File: config.mk
export PLATFORM = sky130hd
export DESIGN_NAME = fetch_redirect_ctrl
export DESIGN_NICKNAME = d
export VERILOG_FILES = /design/src/rtl/fetch_redirect_ctrl_pkg.sv /design/src/rtl/fetch_redirect_ctrl_mask_gen.sv /design/src/rtl/fetch_redirect_ctrl.sv
export SDC_FILE = /design/constraint.sdc
export NUM_CORES = 1
export LEC_CHECK = 0
export CAP_MARGIN = 20
export CORE_ASPECT_RATIO = 0.5
export CORE_MARGIN = 3
export CORE_UTILIZATION = 30
export DETAILED_ROUTE_END_ITERATION = 7
export PLACE_DENSITY = 0.57
export SLEW_MARGIN = 20
export SYNTH_ARGS = -nofsm -noshare
export SYNTH_HDL_FRONTEND = slang
export SYNTH_HIERARCHICAL = 1
export SYNTH_SLANG_ARGS = --single-unit
File: constraint.sdc
create_clock -name clk -period 2 [get_ports clk]
set_input_delay 0.4 -clock clk [delete_from_list [all_inputs] [get_ports clk]]
set_output_delay 0.4 -clock clk [all_outputs]
set_load 0.1 [all_outputs]
File: src/rtl/fetch_redirect_ctrl_pkg.sv
// Shared definitions for the fetch redirect controller: FSM encoding,
// reset fetch address, fetch-line mask constants and the AdEL exception code.
package fetch_redirect_ctrl_pkg;

    typedef enum logic [1:0] {
        ST_RUN       = 2'd0,
        ST_DS_FETCH  = 2'd1,
        ST_ADEL_HALT = 2'd2
    } fetch_state_e;

    // CP0 exception code reported for an instruction-fetch address error
    typedef enum logic [4:0] {
        EXC_CODE_ADEL = 5'h04
    } exc_code_e;

    localparam logic [31:0] RESET_PC_DEFAULT = 32'hBFC0_0000;

    localparam logic [3:0] MASK_FULL    = 4'b1111;
    localparam logic [3:0] MASK_DS_ONLY = 4'b0001;
    localparam logic [3:0] MASK_NONE    = 4'b0000;

    // Instruction fetches must be word aligned
    function automatic logic is_misaligned(input logic [31:0] addr);
        return addr[1:0] != 2'b00;
    endfunction

endpackage

File: src/rtl/fetch_redirect_ctrl_mask_gen.sv
// Instruction-enable mask for a fetch line: words below the entry word of a
// jump target are disabled; a misaligned target enables nothing.
module fetch_redirect_ctrl_mask_gen
    import fetch_redirect_ctrl_pkg::*;
(
    input  logic [1:0] word_i,
    input  logic       adel_i,
    output logic [3:0] mask_o
);

    // Decode the entry word into a thermometer mask
    always_comb begin
        // NOTE: every path assigns mask_o, so no latch is inferred.
        mask_o = MASK_FULL;
        if (adel_i) begin
            mask_o = MASK_NONE;
        end else begin
            unique case (word_i)
                2'b00:   mask_o = 4'b1111;
                2'b01:   mask_o = 4'b1110;
                2'b10:   mask_o = 4'b1100;
                default: mask_o = 4'b1000;
            endcase
        end
    end

endmodule

File: src/rtl/fetch_redirect_ctrl.sv
// Fetch sequencer ahead of the PC register / I-cache index port. Arbitrates
// exception, mispredict flush, BTB prediction and sequential next-PC, inserts
// the extra delay-slot line fetch, and halts on misaligned targets.
// Optional statistics counters are built when FETCH_REDIR_STAT_EN is defined.
module fetch_redirect_ctrl
    import fetch_redirect_ctrl_pkg::*;
#(
    parameter logic [31:0] RESET_PC      = RESET_PC_DEFAULT,
    parameter int          LINE_OFFSET_W = 4
) (
    input  logic        clk,
    input  logic        rst,
    input  logic        stop_fetch_i,
    input  logic        exc_occur_i,
    input  logic [31:0] exc_dest_i,
    input  logic        flush_i,
    input  logic [31:0] flush_dest_i,
    input  logic        pred_taken_i,
    input  logic [31:0] pred_pc_i,
    input  logic        pred_ds_next_line_i,
    input  logic        index_ok_i,
`ifdef FETCH_REDIR_STAT_EN
    output logic [31:0] stat_redirects_o,
    output logic [31:0] stat_ds_fetches_o,
    output logic [31:0] stat_stall_cycles_o,
`endif
    output logic        fetch_req_o,
    output logic [31:0] fetch_pc_o,
    output logic [3:0]  fetch_mask_o,
    output logic        fetch_adel_o,
    output logic        kill_o
);

    fetch_state_e state_q, state_d;
    logic [31:0]  pc_q, pc_d;
    logic [3:0]   mask_q, mask_d;
    logic         adel_q, adel_d;
    logic         kill_q, kill_d;
    logic [31:0]  saved_q, saved_d;

    logic         redirect;
    logic         accept;
    logic [31:0]  load_target;
    logic         load_adel;
    logic [3:0]   load_mask;
    logic [31:0]  seq_pc;

    assign redirect = exc_occur_i | flush_i;
    assign accept   = fetch_req_o & index_ok_i;
    assign seq_pc   = ((pc_q >> LINE_OFFSET_W) + 32'd1) << LINE_OFFSET_W;

    // Select the non-sequential target in priority order
    always_comb begin
        if (exc_occur_i)                load_target = exc_dest_i;
        else if (flush_i)               load_target = flush_dest_i;
        else if (state_q == ST_DS_FETCH) load_target = saved_q;
        else                            load_target = pred_pc_i;
    end

    assign load_adel = is_misaligned(load_target);

    fetch_redirect_ctrl_mask_gen u_mask_gen (
        .word_i (load_target[3:2]),
        .adel_i (load_adel),
        .mask_o (load_mask)
    );

    // State and fetch-address registers
    always_ff @(posedge clk or negedge rst) begin
        // NOTE: sequential state uses non-blocking assignments only.
        if (!rst) begin
            state_q <= ST_RUN;
            pc_q    <= RESET_PC;
            mask_q  <= MASK_FULL;
            adel_q  <= 1'b0;
            kill_q  <= 1'b0;
            saved_q <= '0;
        end else begin
            state_q <= state_d;
            pc_q    <= pc_d;
            mask_q  <= mask_d;
            adel_q  <= adel_d;
            kill_q  <= kill_d;
            saved_q <= saved_d;
        end
    end

    // Next-state: redirect beats prediction, prediction beats sequential
    always_comb begin
        state_d = state_q;
        pc_d    = pc_q;
        mask_d  = mask_q;
        adel_d  = adel_q;
        kill_d  = 1'b0;
        saved_d = saved_q;

        if (redirect) begin
            pc_d    = load_target;
            mask_d  = load_mask;
            adel_d  = load_adel;
            state_d = load_adel ? ST_ADEL_HALT : ST_RUN;
            kill_d  = 1'b1;
            saved_d = '0;
        end else if (accept) begin
            unique case (state_q)
                ST_RUN: begin
                    if (pred_taken_i && pred_ds_next_line_i) begin
                        // Fetch the delay-slot line first, jump afterwards
                        saved_d = pred_pc_i;
                        pc_d    = seq_pc;
                        mask_d  = MASK_DS_ONLY;
                        adel_d  = 1'b0;
                        state_d = ST_DS_FETCH;
                    end else if (pred_taken_i) begin
                        pc_d    = load_target;
                        mask_d  = load_mask;
                        adel_d  = load_adel;
                        state_d = load_adel ? ST_ADEL_HALT : ST_RUN;
                    end else begin
                        pc_d    = seq_pc;
                        mask_d  = MASK_FULL;
                        adel_d  = 1'b0;
                    end
                end
                ST_DS_FETCH: begin
                    pc_d    = load_target;
                    mask_d  = load_mask;
                    adel_d  = load_adel;
                    state_d = load_adel ? ST_ADEL_HALT : ST_RUN;
                    saved_d = '0;
                end
                default: ;
            endcase
        end
    end

    // Outputs: request is combinational, the rest come straight from registers
    always_comb begin
        fetch_req_o  = rst && !stop_fetch_i && (state_q != ST_ADEL_HALT);
        fetch_pc_o   = pc_q;
        fetch_mask_o = mask_q;
        fetch_adel_o = adel_q;
        kill_o       = kill_q;
    end

`ifdef FETCH_REDIR_STAT_EN
    logic ds_entry;
    assign ds_entry = !redirect && accept && (state_q == ST_RUN)
                      && pred_taken_i && pred_ds_next_line_i;

    // Saturating event counters
    always_ff @(posedge clk or negedge rst) begin
        if (!rst) begin
            stat_redirects_o    <= '0;
            stat_ds_fetches_o   <= '0;
            stat_stall_cycles_o <= '0;
        end else begin
            if (redirect && (stat_redirects_o != '1))
                stat_redirects_o <= stat_redirects_o + 32'd1;
            if (ds_entry && (stat_ds_fetches_o != '1))
                stat_ds_fetches_o <= stat_ds_fetches_o + 32'd1;
            if (stop_fetch_i && (stat_stall_cycles_o != '1))
                stat_stall_cycles_o <= stat_stall_cycles_o + 32'd1;
        end
    end
`endif

endmodule
== Word level (Yosys, flattened, before mapping) ==
Index checks and enable logic that the tools add are counted.

* Register bits after elaboration: 72
* Latch bits: 0
* Memory bits (writable): 0
* Memory bits (read-only): 0
* Input port bits: 104
* Output and inout port bits: 39
* Word-level logic and storage cells: 58
* Memories: 0

* Add/subtract/negate cells: 1
* $mul: 0
* Div/mod/pow operators: 0
* Magnitude comparators: 0
* Equality and inequality tests: 6
* Shift-type cells: 0
* Multiplexer cells: 31
* Bitwise gates (word level): 2
* Reductions and logical operators: 12

{| class="wikitable"
|+ Operators by type and width
! kind !! number
|-
| $mux 32 || 10
|-
| $pmux 32 s2 || 2
|-
| $add 28x1->28 const B || 1
|-
| $mux 4 || 5
|-
| $mux 2 || 5
|-
| $pmux 3 s3 || 1
|-
| $pmux 4 s2 || 1
|-
| $reduce_and 3->1 || 2
|-
| $mux 1 || 5
|-
| $eq 2x1->1 const B || 2
|-
| $logic_not 2->1 || 2
|-
| $ne 4x4->1 const B || 1
|-
| $pmux 2 s2 || 1
|-
| $reduce_bool 2->1 || 2
|-
| $logic_and 1x1->1 || 3
|-
| $ne 3x3->1 const B || 1
|-
| $reduce_bool 3->1 || 1
|-
| $eq 2x2->1 const B || 1
|-
| $ne 2x2->1 const B || 1
|-
| $pmux 1 s2 || 1
|-
| $reduce_and 2->1 || 1
|-
| $and 1x1->1 || 1
|-
| $logic_not 1->1 || 1
|-
| $or 1x1->1 || 1
|}

== Logic depth before layout (Yosys ltp) ==
* Depth in word-level cells: 12
* Depth in mapped cells: 10
* Depth with buffers taken out: 7

== By module ==
Netlist, hierarchy kept.

{| class="wikitable"
|+ By module, submodules not included
! module !! instances !! cells each !! area each (sq um)
|-
| fetch_redirect_ctrl || 1 || 550 || 4643.2
|-
| fetch_redirect_ctrl_mask_gen || 1 || 4 || 22.5
|}

== Worst setup path before layout ==
No wires, ideal clock.

* Path kind: flip-flop to output port
* Start point: register state_q[1]
* End point: output port fetch_req_o
* Arrival time: 2.836 ns
* Data required time: 1.600 ns
* Setup slack: -1.236 ns
* Cell stages (with the launch flop): 4
* Cell sequence: dfrtp_1 > clkbuf_2 > nor2b_1 > nor3b_1

* Word-level cells in the longest chain between the ends: 2

{| class="wikitable"
|+ RTL lines
! what !! RTL line !! source
|-
| start, declared || fetch_redirect_ctrl.sv:34 || <nowiki>fetch_state_e state_q, state_d;</nowiki>
|-
| start signal, assigned || fetch_redirect_ctrl.sv:79 || <nowiki>state_q <= state_d;</nowiki>
|-
| $ne 2x2->1 || fetch_redirect_ctrl.sv:139 || <nowiki>fetch_req_o = rst && !stop_fetch_i && (state_q != ST_ADEL_HALT);</nowiki>
|-
| $logic_and 1x1->1 || fetch_redirect_ctrl.sv:139 ||
|-
| end, declared || fetch_redirect_ctrl.sv:27 || <nowiki>output logic fetch_req_o,</nowiki>
|}

Every way passes these cells.

== Final worst setup path ==
* Start point: register state_q[0]
* End point: register pc_q[19] (netlist: fetch_pc_o[19])

* Word-level cells in the longest chain between the ends: 9
* Elaborated cells on any way between the ends: 16
* Classes of those cells: eq/ne (2); mux (8); bitwise (1); reduce/logical (5)

{| class="wikitable"
|+ RTL lines
! what !! RTL line !! source
|-
| $eq 2x1->1 || fetch_redirect_ctrl.sv:56, fetch_redirect_ctrl.sv:105 ||
|-
| $mux 32 || fetch_redirect_ctrl.sv:56 || <nowiki>else if (state_q == ST_DS_FETCH) load_target = saved_q;</nowiki>
|-
| $mux 32 || fetch_redirect_ctrl.sv:55 || <nowiki>else if (flush_i) load_target = flush_dest_i;</nowiki>
|-
| $mux 32 || fetch_redirect_ctrl.sv:54 || <nowiki>if (exc_occur_i) load_target = exc_dest_i;</nowiki>
|-
| $mux 32 || fetch_redirect_ctrl.sv:114 || <nowiki>end else if (pred_taken_i) begin</nowiki>
|-
| $mux 32 || fetch_redirect_ctrl.sv:107 || <nowiki>if (pred_taken_i && pred_ds_next_line_i) begin</nowiki>
|-
| $pmux 32 s2 || fetch_redirect_ctrl.sv:105 || <nowiki>unique case (state_q)</nowiki>
|-
| $mux 32 || fetch_redirect_ctrl.sv:104 || <nowiki>end else if (accept) begin</nowiki>
|-
| $mux 32 || fetch_redirect_ctrl.sv:97 || <nowiki>if (redirect) begin</nowiki>
|-
| end signal, assigned || fetch_redirect_ctrl.sv:80 || <nowiki>pc_q <= pc_d;</nowiki>
|-
| end, declared || fetch_redirect_ctrl.sv:35 || <nowiki>logic [31:0] pc_q, pc_d;</nowiki>
|}

Several ways; a longest one is shown, not always the timed one. The select of a mux whose other input is x is not followed.
A chain may end at the register's enable or synchronous reset.

==> impl_metrics.prom <==
# TYPE chip_impl_metric gauge
chip_impl_info{name="crit_start",value="state_q[0]"} 1
chip_impl_metric{name="dr.first_iter.drc_count",unit=""} 468
chip_impl_metric{name="syn_avg_cell_area",unit="µm²"} 8.42
chip_impl_metric{name="io_buf_count",unit=""} 142
chip_impl_metric{name="clock_insertion_delay_worst_skew",unit="ns"} 0.34
chip_impl_info{name="criticalPathCategory",value="flop to flop"} 1
chip_impl_metric{name="switchingPower",unit="mW"} 2.29
chip_impl_metric{name="postCtsHoldBufs",unit=""} 0
chip_impl_metric{name="min_period",unit="ns"} 1.99
chip_impl_metric{name="regArea",unit="mm²"} 0.00186
chip_impl_metric{name="start_util",unit=""} 0.315
chip_impl_metric{name="asyncSetResetFlopFracSynth",unit=""} 1.00
chip_impl_metric{name="synth-edff-count",unit=""} 0
chip_impl_metric{name="final_instance_count_excl_fillers",unit=""} 977
chip_impl_metric{name="grt_util_all_layers",unit=""} 0.218
chip_impl_metric{name="area_of_the_multi_input_gates",unit="mm²"} 0.00276
chip_impl_metric{name="rr_worst_depth",unit=""} 8
chip_impl_metric{name="max_slew_margin",unit=""} 0.356
chip_impl_metric{name="vias",unit=""} 5205
chip_impl_metric{name="power.share.clock",unit=""} 0.266
chip_impl_metric{name="netlist-cell-type-count",unit=""} 64
chip_impl_metric{name="sequential_area_share_after_synthesis",unit=""} 0.390
chip_impl_metric{name="vias_in_the_first_global_route",unit=""} 4893
chip_impl_metric{name="rows",unit=""} 31
chip_impl_metric{name="synthesis.area",unit="mm²"} 0.00467
chip_impl_metric{name="critPathMaxFanout",unit=""} 7
chip_impl_info{name="worstReg2RegStart",value="state_q[0]"} 1
chip_impl_metric{name="p_int",unit="mW"} 3.54
chip_impl_metric{name="share_comb_of_total_power",unit=""} 0.416
chip_impl_metric{name="place_hpwl",unit="µm"} 14500
chip_impl_metric{name="largest_net_degree_at_the_start_of_global_routing",unit=""} 73
chip_impl_metric{name="max_slew.worst_pin.slew",unit="ns"} 0.966
chip_impl_metric{name="final_hold_viol_count",unit=""} 0
chip_impl_metric{name="worst-endpoint-arrival",unit="ns"} 2.22
chip_impl_metric{name="timing.final.setup_violations",unit=""} 0
chip_impl_metric{name="dr.pass1.iters",unit=""} 5
chip_impl_metric{name="yosys_warnings",unit=""} 6
chip_impl_metric{name="place_congestion",unit=""} 0.889
chip_impl_metric{name="peakVddDrop",unit="mV"} 0.387
chip_impl_metric{name="cap_viol_max_count",unit=""} 0
chip_impl_metric{name="postRouteAntennaNets",unit=""} 0
chip_impl_metric{name="num-nets-final",unit=""} 879
chip_impl_info{name="status",value="finished, final reports clean"} 1
chip_impl_metric{name="maxClockFrequency",unit="MHz"} 502
chip_impl_metric{name="clk_pin_slew",unit="ns"} 0.06
chip_impl_metric{name="flow.area_growth_from_synthesis",unit="%"} 67.7
chip_impl_metric{name="antenna_violations_before_repair",unit=""} 0
chip_impl_metric{name="number_of_sinks_driven_by_the_clock_tree",unit=""} 72
chip_impl_info{name="rsz0062_at_grt",value="true"} 1
chip_impl_metric{name="wire_per_inst",unit="µm"} 19.6
chip_impl_metric{name="globalRoute.totalOverflow",unit=""} 0
chip_impl_metric{name="clock_path_buffers",unit=""} 2
chip_impl_metric{name="vias_per_cell",unit=""} 5.33
chip_impl_info{name="tritoncts",value="built"} 1
chip_impl_metric{name="final.setup_skew",unit="ns"} 0.00788
chip_impl_metric{name="worstPathRequired",unit="ns"} 2.23
chip_impl_info{name="yosys_most_used_dff",value="sky130_fd_sc_hd__dfrtp_1"} 1
chip_impl_metric{name="power.share.sequential",unit=""} 0.318
chip_impl_metric{name="tritoncts.num_buffers",unit=""} 9
chip_impl_info{name="final_common_cell",value="sky130_fd_sc_hd__nand2_1"} 1
chip_impl_metric{name="antenna_cells_inserted",unit=""} 0
chip_impl_metric{name="fin_setup_tns",unit="ns"} 0
chip_impl_metric{name="cts_max_level",unit=""} 3
chip_impl_metric{name="chipHeight",unit="µm"} 94.2
chip_impl_metric{name="final-max-slew-violation-count",unit=""} 0
chip_impl_metric{name="number_of_storage_elements_in_the_synthesis_netlist",unit=""} 72
chip_impl_metric{name="post_route_cells_drive_above_1_share",unit=""} 0.313
chip_impl_metric{name="grt_first_pass_wirelength",unit="µm"} 28600
chip_impl_info{name="hp-class",value="input pin to asynchronous set/reset pin"} 1
chip_impl_metric{name="fin_crit_share",unit=""} 0.996
chip_impl_metric{name="pwr_total",unit="mW"} 5.82
chip_impl_info{name="final_cell_mix",value="sky130_fd_sc_hd__nand2_1 (126), sky130_fd_sc_hd__clkdlybuf4s50_1 (101), sky130_fd_sc_hd__buf_4 (100)"} 1
chip_impl_metric{name="leakagePower",unit="nW"} 3.37
chip_impl_metric{name="synth_nets",unit=""} 659
chip_impl_info{name="crit_path_end_kind",value="flop"} 1
chip_impl_metric{name="drcViolationCount",unit=""} 0
chip_impl_metric{name="placed_cell_count",unit=""} 946
chip_impl_info{name="cts.root.buffer_cell",value="sky130_fd_sc_hd__clkbuf_16"} 1
chip_impl_metric{name="detail_route.wirelength",unit="µm"} 19100
chip_impl_info{name="cp-start-kind",value="flop"} 1
chip_impl_metric{name="floorplan.die.width",unit="µm"} 182
chip_impl_metric{name="die-area",unit="mm²"} 0.0172
chip_impl_metric{name="core_area",unit="mm²"} 0.0148
chip_impl_metric{name="power-per-cell-area",unit="mW/mm²"} 744
chip_impl_metric{name="nFillCells",unit=""} 1398
chip_impl_metric{name="number_of_cells_produced_by_synthesis",unit=""} 554
chip_impl_metric{name="io_pins",unit=""} 143
chip_impl_metric{name="swShare",unit=""} 0.393
layer usage:
layer  global-route usage  part of all wire  vias up
li1                     -                 -     2460
met1                0.344              0.49     2562
met2                0.306              0.43      168
met3               0.0379             0.071       15
met4               0.0393            0.0091        0
met5                    0                 0        -
critical path, stage by stage (launching register included):
cell and delay, ns:
sky130_fd_sc_hd__dfrtp_1 0.40, sky130_fd_sc_hd__nor2b_4 0.29, sky130_fd_sc_hd__buf_4 0.15, sky130_fd_sc_hd__buf_4 0.13, sky130_fd_sc_hd__mux2_2 0.33, sky130_fd_sc_hd__mux2i_1 0.15, sky130_fd_sc_hd__buf_4 0.17, sky130_fd_sc_hd__o211ai_1 0.09
sky130_fd_sc_hd__and3_1 0.17
through the flow:
step / cell area [µm²] / utilization / worst slack (ns) / hold slack [ns]
2_1_floorplan: 4750 / - / -0.151 / 0.104
3_5_place_dp: 7270 / 0.490 / -0.276 / 0.452
3_3_place_gp: 7270 / 0.490 / -0.280 / 0.443
5_1_grt: 7820 / 0.528 / -0.109 / 0.468
4_1_cts: 7540 / 0.509 / 0.00654 / 0.401
6_report: 7820 / 0.528 / 0.00825 / 0.382
power by group through the flow:
| stage | combinational, mW | clock [mW] | sequential, mW |
|---|---|---|---|
| after CTS | 2.35 | 1.57 | 1.85 |
| after global routing | 2.53 | 1.63 | 1.88 |
| after global placement | 2.34 | 0 | 1.87 |
| after detailed placement | 2.34 | 0 | 1.87 |
| final | 2.42 | 1.55 | 1.85 |
| after floorplan | 0.524 | 0 | 2.62 |
flip-flops by register name, summed over array words and instances (netlist names):
| name | cells |
|---|---|
| fetch_pc_o | 32 |
| fetch_mask_o | 4 |
| kill_o | 1 |
| fetch_adel_o | 1 |
| state_q | 2 |
| saved_q | 32 |
Yosys cell counts, drive strengths merged, types with 6 or more instances:
cell	n	area, µm²
dfstp	13	342
a22o	6	52.6
and3	10	63.8
o211ai	8	60.1
a311oi	8	70.1
o31ai	6	50.1
clkbuf	23	119
mux2i	24	240
nand4	7	58.8
buf	18	100
a211oi	12	90.1
mux2	13	146
o21a	6	45.0
a21oi	26	130
dfrtp	59	1480
nor2	25	115
nor3	15	91.3
o21ai	36	180
nand2b	6	37.5
nand2	126	473
nand3	47	253
cell families (layout without fill, tap and decap cells):
logic type      Yosys count  after routing  share of synthesized area
fa+ha+maj                 1              1                    0.00268
compound gates          136            136                      0.195
mux                      37             37                     0.0829
buf+inv                  46            271                     0.0509
flops                    72             72                      0.390
simple gates            262            262                      0.279
what timing repair did:
action	CTS	global route
gates resized for setup	4	36
endpoints found under the setup margin	10	51
setup buffers	0	13
cloned	0	2
endpoints found under the hold margin	0	0
pin swaps	0	2
worst paths after layout:
check | endpoint | slack (ns)
max | fetch_pc_o[19] | 0.008
max reg2reg | fetch_pc_o[19] | 0.008
min in group clk | saved_q[22] | 0.46
min | fetch_pc_o[30] | 0.38
max in group asynchronous | fetch_pc_o[4] | 0.91
min reg2reg | saved_q[22] | 0.46
layout make-up:
cell class	count	area share
Timing Repair Buffer	250	0.339
Clock inverter	1	0.000640
Tap cell	198	0.0317
Sequential cell	72	0.238
Clock buffer	15	0.0342
Multi-Input combinational cell	436	0.353
Inverter	5	0.00288
Power figures use the tool's default switching activity.
